==> src/rtl/usr_pkg.sv <==
// Shared encodings for the universal shift register sequencing controller:
// cell select codes, command op codes and controller states.
package usr_pkg;

  localparam int unsigned DEF_WIDTH = 8;

  localparam logic [1:0] SEL_HOLD = 2'b00;
  localparam logic [1:0] SEL_SHR  = 2'b01;
  localparam logic [1:0] SEL_SHL  = 2'b10;
  localparam logic [1:0] SEL_LOAD = 2'b11;

  typedef enum logic [1:0] {
    OP_NOP  = 2'b00,
    OP_SHR  = 2'b01,
    OP_SHL  = 2'b10,
    OP_LOAD = 2'b11
  } op_e;

  typedef enum logic [1:0] {
    ST_IDLE  = 2'b00,
    ST_LOAD  = 2'b01,
    ST_SHIFT = 2'b10,
    ST_DONE  = 2'b11
  } state_e;

endpackage

==> src/rtl/usr_shift_cnt.sv <==
// Loadable down-counter for shift lengths; load values above WIDTH saturate
// to WIDTH, and counting stops at zero.
module usr_shift_cnt
  import usr_pkg::*;
#(
  parameter int unsigned WIDTH = DEF_WIDTH,
  parameter int unsigned CNT_W = $clog2(WIDTH + 1)
) (
  input  logic             clk,
  input  logic             rst_n,
  input  logic             load,
  input  logic [CNT_W-1:0] load_val,
  input  logic             en,
  output logic [CNT_W-1:0] count,
  output logic             zero,
  output logic             last
);

  localparam logic [CNT_W-1:0] MAX_CNT = CNT_W'(WIDTH);

  logic [CNT_W-1:0] count_q;
  logic [CNT_W-1:0] load_sat;

  assign load_sat = (load_val > MAX_CNT) ? MAX_CNT : load_val;

  always_ff @(posedge clk or negedge rst_n) begin
    if (!rst_n) begin
      count_q <= '0;
    end else if (load) begin
      count_q <= load_sat;
    end else if (en && (count_q != '0)) begin
      count_q <= count_q - CNT_W'(1);
    end
  end

  assign count = count_q;
  assign zero  = (count_q == '0);
  assign last  = (count_q == CNT_W'(1));

endmodule

==> src/rtl/usr_seq_ctrl.sv <==
// Word-level command sequencer for a universal shift register: drives the
// shared cell select and end-cell fills, and streams out the departing bit.
module usr_seq_ctrl
  import usr_pkg::*;
#(
  parameter int unsigned WIDTH = DEF_WIDTH,
  parameter int unsigned CNT_W = $clog2(WIDTH + 1)
) (
  input  logic             clk,
  input  logic             rst_n,
  input  logic             cmd_valid,
  output logic             cmd_ready,
  input  logic [1:0]       cmd_op,
  input  logic [CNT_W-1:0] cmd_len,
  input  logic             ser_in,
  input  logic             stall,
  input  logic             abort,
  input  logic             reg_msb,
  input  logic             reg_lsb,
  output logic [1:0]       sel,
  output logic             msb_fill,
  output logic             lsb_fill,
  output logic             ser_out,
  output logic             ser_out_valid,
  output logic             busy,
  output logic [CNT_W-1:0] remaining,
  output logic             done,
  output logic             aborted
);

  state_e state_q, state_d;
  logic   shl_q, shl_d;
  logic   aborted_q;
  logic   cnt_load, cnt_en, cnt_zero, cnt_last;
  op_e    op;

  assign op = op_e'(cmd_op);

  usr_shift_cnt #(
    .WIDTH (WIDTH),
    .CNT_W (CNT_W)
  ) u_cnt (
    .clk      (clk),
    .rst_n    (rst_n),
    .load     (cnt_load),
    .load_val (cmd_len),
    .en       (cnt_en),
    .count    (remaining),
    .zero     (cnt_zero),
    .last     (cnt_last)
  );

  always_ff @(posedge clk or negedge rst_n) begin
    if (!rst_n) begin
      state_q   <= ST_IDLE;
      shl_q     <= 1'b0;
      aborted_q <= 1'b0;
    end else begin
      state_q   <= state_d;
      shl_q     <= shl_d;
      // Only meaningful during the DONE cycle that follows an abort.
      aborted_q <= (state_q == ST_SHIFT) && abort;
    end
  end

  // Next state, counter control and per-cycle cell drive.
  always_comb begin
    state_d       = state_q;
    shl_d         = shl_q;
    cnt_load      = 1'b0;
    cnt_en        = 1'b0;
    sel           = SEL_HOLD;
    msb_fill      = 1'b0;
    lsb_fill      = 1'b0;
    ser_out       = 1'b0;
    ser_out_valid = 1'b0;

    case (state_q)
      ST_IDLE: begin
        if (cmd_valid) begin
          case (op)
            OP_LOAD: state_d = ST_LOAD;
            OP_SHR, OP_SHL: begin
              shl_d    = (op == OP_SHL);
              cnt_load = 1'b1;
              state_d  = (cmd_len == '0) ? ST_DONE : ST_SHIFT;
            end
            default: state_d = ST_DONE;
          endcase
        end
      end

      ST_LOAD: begin
        sel     = SEL_LOAD;
        state_d = ST_DONE;
      end

      ST_SHIFT: begin
        // Abort wins over stall and suppresses the shift in its own cycle.
        if (abort) begin
          state_d = ST_DONE;
        end else if (!stall) begin
          cnt_en        = 1'b1;
          ser_out_valid = 1'b1;
          if (shl_q) begin
            sel      = SEL_SHL;
            ser_out  = reg_msb;
            lsb_fill = ser_in;
          end else begin
            sel      = SEL_SHR;
            ser_out  = reg_lsb;
            msb_fill = ser_in;
          end
          if (cnt_last || cnt_zero) begin
            state_d = ST_DONE;
          end
        end
      end

      ST_DONE: state_d = ST_IDLE;

      default: state_d = ST_IDLE;
    endcase
  end

  assign cmd_ready = (state_q == ST_IDLE);
  assign busy      = (state_q != ST_IDLE);
  assign done      = (state_q == ST_DONE);
  assign aborted   = aborted_q;

endmodule

==> config.mk <==
export PLATFORM = sky130hd
export DESIGN_NAME = usr_seq_ctrl
export DESIGN_NICKNAME = d
export VERILOG_FILES = /design/src/rtl/usr_pkg.sv /design/src/rtl/usr_shift_cnt.sv /design/src/rtl/usr_seq_ctrl.sv
export SDC_FILE = /design/constraint.sdc
export NUM_CORES = 1
export LEC_CHECK = 0
export BUFFER_PORTS_ARGS = -buffer_cell sky130_fd_sc_hd__clkbuf_2
export CORE_MARGIN = 3
export CORE_UTILIZATION = 30
export CTS_CLUSTER_SIZE = 8
export DETAILED_ROUTE_END_ITERATION = 8
export PLACE_DENSITY = 0.67
export SETUP_SLACK_MARGIN = 0.3
export SLEW_MARGIN = 20
export SYNTH_ARGS = -nofsm -noshare
export SYNTH_HDL_FRONTEND = slang
export SYNTH_SLANG_ARGS = --single-unit
==> constraint.sdc <==
create_clock -name clk -period 1.6 [get_ports clk]
set_clock_uncertainty 0.1 [all_clocks]
set_input_delay 0.16 -clock clk [delete_from_list [all_inputs] [get_ports clk]]
set_output_delay 0.16 -clock clk [all_outputs]
set_load 0.005 [all_outputs]
==> flow_metrics.tcl <==
set metrics [dict create \
    status "complete, but fails checks" \
    violations "negative setup slack" \
    netlist_instances 69 \
    yosys-top-cells-area "dfrtp_1 (32%), ha_1 (20%), a21oi_1 (7.1%)" \
    clockBufferDepth 2 \
    hold_path.class "in2reg" \
    ant_nets 0 \
    dieArea_sq_um 2700 \
    area.growth.synth_to_final_pct 82.2 \
    drive_gt1_share_pct 61.7 \
    tns_ns -2.30 \
    antenna_found_initial 0 \
    clock-sinks 8 \
    fin_crit_ns 1.87 \
    leakagePower_nw 0.570 \
    cts-root-buf "clkbuf_4" \
    rsz0062_at_grt "true" \
    finalWeightedCongestion 0.780 \
    slew_headroom_pct 72.8 \
    core_area_sq_um 1860 \
    synth_nets 93 \
    min_from "abort" \
    grt_use_total_pct 15.0 \
    period_share_pct 117 \
    arrival_ns 1.95 \
    remaining_drc_errors 0 \
    yosys_warnings 0 \
    mostFrequentLayoutCells "clkbuf_2 (19), buf_4 (14), buf_6 (10)" \
    required_ns 1.68 \
    ioPinCount 28 \
    die_w_um 51.9 \
    dpl.hpwl_um 1340 \
    first_global_vias 679 \
    fmax_mhz 536 \
    startpoint "state_q[0]" \
    fill_cells 162 \
    drt_pass1_iterations 4 \
    setup_violations 12 \
    wl_um 1860 \
    num_antenna_cells 0 \
    synth_top_cell_by_area "dfrtp_1" \
    min_to "aborted" \
    grt.overflow.total 0 \
    path_max_fanout 3 \
    grt_pass1_wl_um 2950 \
    dpl_worst_slack_ns -0.185 \
    synth_area_sq_um 633 \
    vias_per_cell 4.58 \
    finalWorstSetupSlack_ns -0.266 \
    drt_iter0_markers 7 \
    max-vdd-ir-drop_mv 0.876 \
    crit_type "reg2reg" \
    final_common_cell "clkbuf_2" \
    multiInputGateArea_sq_um 512 \
    synth_cell_type_count 24 \
    slew_violations 0 \
    regToRegSetupSlack_ns -0.27 \
    start_util_pct 34.1 \
    timing.rr.end "u_cnt.count[1]" \
    yosysTopAreaCellShare_pct 31.6 \
    fin_cells 145 \
    worst_slew_pin_slew_ns 0.407 \
    clock_latency_ns 0.25 \
    route.detailed.wl_per_inst_um 12.8 \
    worstSetupEndpointType "flip-flop" \
    place_area_sq_um 925 \
    powerDensity_nw_per_um2 1730 \
    numCtsBuffers 3 \
    ys_seq_area_share_pct 31.6 \
    reg2reg_depth 7 \
    grt_max_degree 9 \
    final_nets 146 \
    clk_pin_slew_ns 0.06 \
    port_buffers 27 \
    die_h_um 51.9 \
    hold_viol 0 \
    htreeDepth 1 \
    dr_total_vias 664 \
    synth-seq-cells 8 \
    stdcell_area_sq_um 1150 \
    r2r-start "state_q[0]" \
    regArea_sq_um 200 \
    cp-start-kind "flip-flop" \
    syn_area_per_cell_sq_um 9.18 \
    rows 15 \
    dp.cells 133 \
    cts_tree "yes" \
    max-cap-violations 0 \
    hold_depth 2 \
]
routing by layer:
metal	GRT usage, %	routed length [um]	vias up
met5	0	0	-
met3	5.44	118	2
met1	17.3	853	303
met2	23.8	879	23
met4	7.86	7	0
li1	-	-	336
stage by stage:
stage	hold slack (ns)	util, %	power [mW]
2_1_floorplan	-0.236	-	0.954
3_3_place_gp	-0.0842	49.8	1.37
3_5_place_dp	-0.0834	49.8	1.40
4_1_cts	0.0776	56.2	1.74
5_1_grt	0.0915	62.1	2.16
6_report	0.0893	62.1	2.00
flip-flops by register name (all words and copies together), names as in the netlist:
register / flops
u_cnt.count: 4
aborted: 1
shl_q: 1
state_q: 2
how the worst max path moves through the flow:
stage / depth (start not counted) / endpoint
final: 7 / u_cnt.count[1]
after global routing: 7 / sel[1]
after CTS: 7 / sel[1]
after detailed placement: 6 / u_cnt.count[1]
after global placement: 6 / u_cnt.count[1]
after floorplan: 6 / u_cnt.count[1]
what timing repair did:
action	CTS	global route
resized for setup	15	19
hold buffers	1	0
pin swaps	9	2
endpoints found under the setup margin	16	16
endpoints found under the hold margin	8	0
setup buffers	4	4
cells in the mapped netlist, drive strengths merged:
| library cell | number |
|---|---|
| a211oi | 1 |
| a21oi | 10 |
| a31oi | 1 |
| and2 | 1 |
| dfrtp | 8 |
| mux2i | 1 |
| or3 | 1 |
| nand2 | 2 |
| nor4 | 2 |
| or3b | 1 |
| nor2 | 8 |
| xor2 | 1 |
| ha | 10 |
| nor2b | 1 |
| mux2 | 4 |
| nand3b | 1 |
| xnor2 | 2 |
| and3 | 1 |
| o32a | 1 |
| nand3 | 1 |
| inv | 10 |
| o21a | 1 |
logic make-up after synthesis:
family	synth area share, %
DFF	31.6
muxes	8.70
AOI/OAI and AO/OA	14.2
xor gates and xnor gates	4.15
buffers and inverters	5.93
adders and majority gates	19.8
and+or+nand+nor	15.6
where the power goes:
group	total [mW]	switching [mW]	internal (mW)
sequential	0.409	0.107	0.302
clock	0.153	0.0671	0.0858
combinational	1.44	0.609	0.828
total	2.00	0.783	1.22
area by class of cell:
cell class,count,share of cell area (%)
clock buffers,3,1.95
inverters,10,3.90
multi-input cells,51,44.4
flip-flops and latches,8,17.4
well taps,25,2.71
repair buffers,48,29.7
critical path, cell delays in order, from the launching register on:
cell     delay, ns
dfrtp_1       0.38
inv_2         0.08
ha_4          0.12
or3b_4        0.40
buf_6         0.15
a21oi_4       0.14
mux2_4        0.32
a21oi_2       0.10
No activity file was read; power rests on OpenSTA's default activity.
